[config.mk]
export PLATFORM = sky130hd
export DESIGN_NAME = swap_cfg_ctrl
export DESIGN_NICKNAME = d
export VERILOG_FILES = /design/src/rtl/swap_cfg_ctrl.sv
export SDC_FILE = /design/constraint.sdc
export NUM_CORES = 1
export LEC_CHECK = 0
export ABC_AREA = 1
export CAP_MARGIN = 5
export CORE_UTILIZATION = 44
export CTS_CLUSTER_DIAMETER = 40
export DETAILED_ROUTE_END_ITERATION = 12
export PLACE_DENSITY = 0.7
export SYNTH_ARGS = -nofsm -noshare
export SYNTH_HDL_FRONTEND = slang
export SYNTH_SLANG_ARGS = --single-unit
[constraint.sdc]
create_clock -name clk -period 2.2 [get_ports clk]
set_input_delay 0.44 -clock clk [delete_from_list [all_inputs] [get_ports clk]]
set_output_delay 0.44 -clock clk [all_outputs]
set_load 0.02 [all_outputs]
[src/rtl/swap_cfg_ctrl.sv]
// swap_cfg_ctrl: shadow/active swap table controller for the initiator-port remapper.
// Shadow entries are written over a valid/ready channel. A commit first drains every
// initiator port's outstanding transactions, then copies the shadow table to the active
// outputs in one edge.
// Optional feature macro: SWAP_DRAIN_TIMEOUT_EN adds a drain timeout. When it fires, the
// controller aborts the commit and pulses commit_err_o.
module swap_cfg_ctrl #(
  parameter int unsigned N_INIT_PORT = 8,
  parameter int unsigned LOG_N_INIT  = 3,
  parameter int unsigned CNT_W       = 4,
  parameter int unsigned TIMEOUT     = 1023
) (
  input  logic                              clk,
  input  logic                              rst_n,
  // shadow-entry write channel
  input  logic                              cfg_valid_i,
  output logic                              cfg_ready_o,
  input  logic [LOG_N_INIT-1:0]             cfg_port_i,
  input  logic                              cfg_sel_i,
  input  logic [LOG_N_INIT-1:0]             cfg_src_i,
  input  logic [LOG_N_INIT-1:0]             cfg_tgt_i,
  // commit control
  input  logic                              commit_i,
  output logic                              commit_busy_o,
  output logic                              commit_done_o,
  output logic                              commit_err_o,
  // per-port traffic observation
  input  logic [N_INIT_PORT-1:0]            req_fire_i,
  input  logic [N_INIT_PORT-1:0]            rsp_fire_i,
  output logic [N_INIT_PORT-1:0]            block_o,
  // active remap table
  output logic [N_INIT_PORT-1:0]            select_o,
  output logic [N_INIT_PORT*LOG_N_INIT-1:0] source_o,
  output logic [N_INIT_PORT*LOG_N_INIT-1:0] target_o,
  output logic                              cnt_err_o
);

  // Elaboration-time sanity checks on the parameter set
  if (TIMEOUT < 1) begin : gen_timeout_check
    $error("swap_cfg_ctrl: TIMEOUT must be at least 1");
  end
  if (N_INIT_PORT > (1 << LOG_N_INIT)) begin : gen_index_check
    $error("swap_cfg_ctrl: LOG_N_INIT too narrow for N_INIT_PORT");
  end

  typedef enum logic [1:0] {
    StIdle,
    StDrain,
    StApply
  } state_e;

  state_e state_q, state_d;

  logic                  sh_sel_q [N_INIT_PORT];
  logic [LOG_N_INIT-1:0] sh_src_q [N_INIT_PORT];
  logic [LOG_N_INIT-1:0] sh_tgt_q [N_INIT_PORT];

  logic [CNT_W-1:0] cnt_q [N_INIT_PORT];
  logic [CNT_W-1:0] cnt_d [N_INIT_PORT];
  logic             cnt_err_set;
  logic             all_zero;
  logic             cnt_err_q;

  logic [N_INIT_PORT-1:0]            select_q;
  logic [N_INIT_PORT*LOG_N_INIT-1:0] source_q;
  logic [N_INIT_PORT*LOG_N_INIT-1:0] target_q;
  logic                              done_q;

  logic cfg_fire;
  logic apply_en;
  logic timeout_hit;

  assign cfg_fire = cfg_valid_i & cfg_ready_o;

  // Shadow table: written only while idle. An out-of-range index matches no entry,
  // so the write is accepted and dropped.
  always_ff @(posedge clk or negedge rst_n) begin
    if (!rst_n) begin
      for (int p = 0; p < int'(N_INIT_PORT); p++) begin
        sh_sel_q[p] <= 1'b0;
        sh_src_q[p] <= '0;
        sh_tgt_q[p] <= '0;
      end
    end else if (cfg_fire) begin
      for (int p = 0; p < int'(N_INIT_PORT); p++) begin
        if (cfg_port_i == LOG_N_INIT'(p)) begin
          sh_sel_q[p] <= cfg_sel_i;
          sh_src_q[p] <= cfg_src_i;
          sh_tgt_q[p] <= cfg_tgt_i;
        end
      end
    end
  end

  // Outstanding-transaction counters: saturate at both ends and flag the misuse
  always_comb begin
    cnt_err_set = 1'b0;
    all_zero    = 1'b1;
    for (int p = 0; p < int'(N_INIT_PORT); p++) begin
      cnt_d[p] = cnt_q[p];
      if (req_fire_i[p] && !rsp_fire_i[p]) begin
        if (cnt_q[p] == {CNT_W{1'b1}}) begin
          cnt_err_set = 1'b1;
        end else begin
          cnt_d[p] = cnt_q[p] + CNT_W'(1);
        end
      end else if (!req_fire_i[p] && rsp_fire_i[p]) begin
        if (cnt_q[p] == '0) begin
          cnt_err_set = 1'b1;
        end else begin
          cnt_d[p] = cnt_q[p] - CNT_W'(1);
        end
      end
      if (cnt_q[p] != '0) begin
        all_zero = 1'b0;
      end
    end
  end

  // Counter state and the sticky error flag
  always_ff @(posedge clk or negedge rst_n) begin
    if (!rst_n) begin
      for (int p = 0; p < int'(N_INIT_PORT); p++) begin
        cnt_q[p] <= '0;
      end
      cnt_err_q <= 1'b0;
    end else begin
      for (int p = 0; p < int'(N_INIT_PORT); p++) begin
        cnt_q[p] <= cnt_d[p];
      end
      cnt_err_q <= cnt_err_q | cnt_err_set;
    end
  end

`ifdef SWAP_DRAIN_TIMEOUT_EN
  localparam int unsigned TimerW = (TIMEOUT > 1) ? $clog2(TIMEOUT) : 1;

  logic [TimerW-1:0] timer_q;
  logic              err_q;

  // Drain timer: counts cycles spent in DRAIN, cleared whenever DRAIN is left
  always_ff @(posedge clk or negedge rst_n) begin
    if (!rst_n) begin
      timer_q <= '0;
    end else if (state_q == StDrain && state_d == StDrain) begin
      timer_q <= timer_q + TimerW'(1);
    end else begin
      timer_q <= '0;
    end
  end

  // Abort pulse is registered so it appears in the first cycle back in IDLE
  always_ff @(posedge clk or negedge rst_n) begin
    if (!rst_n) begin
      err_q <= 1'b0;
    end else begin
      err_q <= timeout_hit;
    end
  end

  assign commit_err_o = err_q;
`else
  assign commit_err_o = 1'b0;
`endif

  // FSM state register
  always_ff @(posedge clk or negedge rst_n) begin
    if (!rst_n) begin
      state_q <= StIdle;
    end else begin
      state_q <= state_d;
    end
  end

  // FSM next state: drain decision uses registered counter values only
  always_comb begin
    state_d     = state_q;
    apply_en    = 1'b0;
    timeout_hit = 1'b0;
    case (state_q)
      StIdle: begin
        if (commit_i) begin
          state_d = StDrain;
        end
      end
      StDrain: begin
        if (all_zero) begin
          state_d = StApply;
        end
`ifdef SWAP_DRAIN_TIMEOUT_EN
        else if (timer_q == TimerW'(TIMEOUT - 1)) begin
          state_d     = StIdle;
          timeout_hit = 1'b1;
        end
`endif
      end
      StApply: begin
        state_d  = StIdle;
        apply_en = 1'b1;
      end
      default: begin
        state_d = StIdle;
      end
    endcase
  end

  // Active table: changes only on the APPLY edge, together with the done pulse
  always_ff @(posedge clk or negedge rst_n) begin
    if (!rst_n) begin
      select_q <= '0;
      source_q <= '0;
      target_q <= '0;
      done_q   <= 1'b0;
    end else begin
      done_q <= apply_en;
      if (apply_en) begin
        for (int p = 0; p < int'(N_INIT_PORT); p++) begin
          select_q[p]                           <= sh_sel_q[p];
          source_q[p*LOG_N_INIT +: LOG_N_INIT] <= sh_src_q[p];
          target_q[p*LOG_N_INIT +: LOG_N_INIT] <= sh_tgt_q[p];
        end
      end
    end
  end

  assign cfg_ready_o   = (state_q == StIdle);
  assign commit_busy_o = (state_q != StIdle);
  assign block_o       = {N_INIT_PORT{commit_busy_o}};
  assign commit_done_o = done_q;
  assign select_o      = select_q;
  assign source_o      = source_q;
  assign target_o      = target_q;
  assign cnt_err_o     = cnt_err_q;

endmodule

# Word level (Yosys, flattened, before mapping)
# Cells that the tools add are included.
# op_classes
muxes	76
reduce_logical	76
bitwise	2
add_sub_neg	16
n_eq_ne	35
# ops
operator	count
$mux W4	32
$mux W1	41
$ne A2 B2 Y1 const B	17
$add A4 B1 Y4 const B	8
$eq A4 B4 Y1 const B	8
$logic_not A4 Y1	8
$reduce_bool A4 Y1	8
$sub A4 B1 Y4 const B	8
$reduce_and A3 Y1	8
$reduce_and A2 Y1	9
$reduce_bool A2 Y1	9
$logic_and A1 B1 Y1	16
$logic_not A1 Y1	16
$eq A3 B3 Y1 const B	4
$eq A3 B2 Y1 const B	2
$mux W2	2
$pmux W2 S2	1
$eq A3 B1 Y1 const B	1
$logic_not A3 Y1	1
$eq A2 B1 Y1 const B	1
$eq A2 B2 Y1 const B	1
$logic_not A2 Y1	1
$ne A2 B1 Y1 const B	1
$and A1 B1 Y1	1
$or A1 B1 Y1	1
# totals
word_cells	243
ff_bits	148

# Logic depth before layout (Yosys ltp)
# logic_depth
word_depth	26
depth_mapped	10
depth_no_buf	10

# Least setup slack after synthesis
# Ideal clock, no wire load.
# synth_path
kind	in2reg
startpoint	input rsp_fire_i[0]
endpoint	register cnt_q[31] (netlist name)
stages	9
t_arrival_ps	1531
setup_slack_ps	548
n_path_buf	0
cell_sequence	inv_1 ha_1 inv_1 ha_1 nand3_1 and2_0 xor2_1 nand2_1 nand2_1
# synth_between
elab_chain_len	4
# synth_rtl
element	line_no	rtl
start, declared	29	input logic [N_INIT_PORT-1:0] rsp_fire_i,
$logic_not A1 Y1	101	if (req_fire_i[p] && !rsp_fire_i[p]) begin
$logic_and A1 B1 Y1	101	
$ne A2 B2 Y1 (no source line) or $reduce_bool A2 Y1 (tied branches)	-	
$reduce_and A3 Y1 (no source line)	-	
end signal, assigned by index	129	cnt_q[p] <= cnt_d[p];
end, declared	58	logic [CNT_W-1:0] cnt_q [N_INIT_PORT];
# Several ways; a longest one is shown, not always the timed one.
# A chain may end at the register's enable or synchronous reset.

# Final worst setup path
# layout_path
startpoint	register state_q[1]
endpoint	output block_o[0]
# layout_between
elab_chain_len	1
# layout_rtl
element	line_no	rtl
start, declared	52	state_e state_q, state_d;
start signal, assigned	169	state_q <= StIdle;
start signal, assigned	171	state_q <= state_d;
$reduce_bool A2 Y1	227	assign commit_busy_o = (state_q != StIdle);
end, declared	30	output logic [N_INIT_PORT-1:0] block_o,
# No other way between the ends.

==> flow_summary_export.csv <==
group,metric,value,unit
synth,yosysTopAreaCell,"dfrtp_1",
clocking,cts_tree,"yes",
worst_setup_path,worstPathMaxFanout,11,
grt,grt_max_degree,71,
worst_setup_path,cp.arrival,1680,ps
routing,routed-wl-met3,467,um
placed_design,dp_hpwl,9.99,mm
flow_run,drv_cap,0,
synth,async_reset_ff_frac,1.00,
status,outcome,"complete, no violations",
pwr,switching_share,0.318,
routing,wl_per_cell,12.3,um
worst_setup_path,crit_family,"buffers and inverters",
synth,syn_inst,820,
floorplanning,die-height,130,um
pwr,fin_total_pwr,8310,uW
pwr,power_switching,2640,uW
worst_setup_path,r2r_start,"state_q[1]",
grt,antenna_found_initial,0,
routing,ant_nets,0,
worst_hold_path,hp-class,"reg2reg",
pwr,p_int,5670,uW
worst_hold_path,min_from,"source_o[11]",
sta,drv_slew,0,
clocking,clockBufferDepth,2,
worst_setup_path,critPathSlowestCell,"clkdlybuf4s50_1",
routing,drtIter0Drc,355,
finish,drive_above_1_share,0.0755,
pwr,p_per_area,925,mW/mm2
worst_setup_path,startpoint,"state_q[1]",
pwr,irDropWorstVdd,0.000530,V
routing,viasPerCell,4.60,
sta,tightest_slew,521,ps
floorplanning,core_area,0.0159,mm2
pwr,clkPwrFrac,0.342,
routing,drt-pass1-iter-count,4,
sta,setup_ws,77.2,ps
clocking,cts_buffers,17,
synth,yosysWarningCount,0,
worst_setup_path,end_kind,"primary output",
synth,yosysUniqueCellTypes,34,
sta,period_share,0.965,
placed_design,postPlaceCellArea,0.00839,mm2
worst_setup_path,cpPeakStageDelay,640,ps
finish,antennaDiodeCount,0,
floorplanning,io_pins,99,
finish,final_nets,997,
synth,ys_ff_latch,148,
floorplanning,rows,46,
synth,synth_edf_count,0,
sta,hold_slack,470,ps
routing,drc,0,
clocking,htree_levels,4,
floorplanning,start_util,0.451,
clocking,cts.clk_slew.worst_paths,60,ps
floorplanning,dieArea,0.0168,mm2
placed_design,place.gp.congestion,0.832,
routing,wl_met2,6.65,mm
routing,wl_met1,6.94,mm
sta,final_hold_viol_count,0,
synth,synth_flop_cell,"dfrtp_1",
worst_setup_path,cp.buffers_inverters,2,
grt,overflow,0,
clocking,clock_sinks,148,
grt,grt_use_total,0.184,
placed_design,dp_slack,-65.8,ps
sta,setup_violations,0,
pwr,power_leakage,0.00455,uW
finish,fin_util,0.566,
grt,grt_pass1_wl,23.9,mm
routing,top_layer,"met4",
synth,synthTopCellsByArea,"dfrtp_1 (52%), nand2_1 (16%), ha_1 (5.6%)",
placed_design,numPortBuffers,97,
finish,area_growth,25.3,%
worst_setup_path,cp.required,1760,ps
floorplanning,die_width,130,um
grt,grt_pass1_vias,5023,
sta,fmaxAchievable,0.471,GHz
routing,wl,14.3,mm
sta,skew,6.59,ps
synth,yosysMostFrequentCell,"nand2_1",
finish,design_area,0.00899,mm2
synth,synth_top_area_frac,0.516,
synth,syn_nets,890,
sta,slew_headroom,0.651,
sta,min_period,2120,ps
worst_setup_path,crit_chain,"inv_6 -> nand2_4 -> clkdlybuf4s50_1",
pwr,comb_power_share,0.239,
clocking,clk_latency,410,ps
synth,synth_area_per_cell,8.75,um2
synth,synthTopCellsByCount,"nand2_1 (301), dfrtp_1 (148), inv_1 (83)",
synth,ys_seq_area_frac,0.516,
worst_setup_path,crit_type,"reg2out",
synth,syn_area,0.00717,mm2
worst_setup_path,critPathLaunchType,"flip-flop",
pwr,seqPwrFrac,0.419,
routing,vias,5312,
clocking,root_buffer,"clkbuf_16",
[flip-flops by register name (all words and copies together), names as in the netlist]
name,flops
source_o,24
select_o,8
cnt_err_o,1
state_q,2
sh_sel_q,8
sh_tgt_q,24
commit_done_o,1
target_o,24
sh_src_q,24
cnt_q,32
[final timing paths]
path                                 to  slack, ps  cells after the start
max in group asynchronous   sh_src_q[5]       1000                      3
setup / recovery             block_o[0]         80                      3
setup reg to reg            sh_sel_q[2]        680                      6
hold / removal             source_o[11]        470                      2
min in group asynchronous   sh_tgt_q[4]        530                      2
hold reg to reg            source_o[11]        470                      2
[cells by family (layout without fill, tap and decap cells)]
kind of cell,after synthesis,count (layout),share of synthesized area
other,1,1,0.000523
and+or+nand+nor,390,390,0.225
adders and majority gates,40,40,0.0782
xor gates and xnor gates,32,32,0.0391
AOI/OAI and AO/OA,94,94,0.0689
DFF,148,148,0.516
buffers and inverters,115,235,0.0724
[what timing repair did]
| action | CTS | global route |
|---|---|---|
| resized for setup | 1 | 4 |
| buffers inserted | 0 | 0 |
| setup endpoints to repair | 1 | 9 |
| hold buffers | 1 | 0 |
| hold endpoints to repair | 41 | 0 |
[per-stage QoR]
stage	setup TNS, ps	std cells
floorplan	0	820
global placement	0	1123
detailed placement	-65.8	1123
CTS	0	1156
global route	-10.1	1156
finish	0	1156
[power groups by stage]
stage / registers (uW) / clock network (uW) / logic [uW]
2_1_floorplan: 3420 / 0 / 1560
3_3_place_gp: 3530 / 0 / 1940
3_5_place_dp: 3520 / 0 / 2020
4_1_cts: 3480 / 2900 / 2010
5_1_grt: 3540 / 3010 / 2330
6_report: 3480 / 2840 / 1990
[cell type report]
cell class	count	area, um2
Sequential cell	148	3700
Fill cell	1441	6900
Clock inverter	14	151
Tap cell	216	270
Inverter	87	332
Clock buffer	18	429
Timing Repair Buffer	116	1150
Multi-Input combinational cell	557	2950
[worst min-delay path: cells and delay by family (launching register included)]
| family | cells | cell delay, ps |
|---|---|---|
| DFF | 1 | 340 |
| and+or+nand+nor | 2 | 90 |
[layer usage]
layer / GRT usage / vias up
li1: - / 2754
met1: 0.244 / 2441
met2: 0.300 / 98
met3: 0.0339 / 19
met4: 0.0698 / 0
met5: 0 / -
[cell usage in the layout, fill, tap and decap left out, types with 2 or more instances in the layout]
master           count
o21ai_1             23
inv_2                3
nand4_1              5
nand2_4              2
clkinv_2             4
inv_1               83
xnor2_1             17
a21oi_1              6
nand2_1            301
nor2_1              53
o21ai_0             59
buf_4               16
clkbuf_16           17
nand2_2              4
clkdlybuf4s50_1     91
xor2_1              15
dfrtp_1            148
buf_12               2
inv_6                5
ha_1                32
bufinv_16            2
and2_1               2
nand3_1             13
o21ai_2              3
fa_1                 8
nor2_4               3
dlymetal6s2s_1       4
nand4_4              2
clkinv_4             2
(Power assumes the default switching activity.)
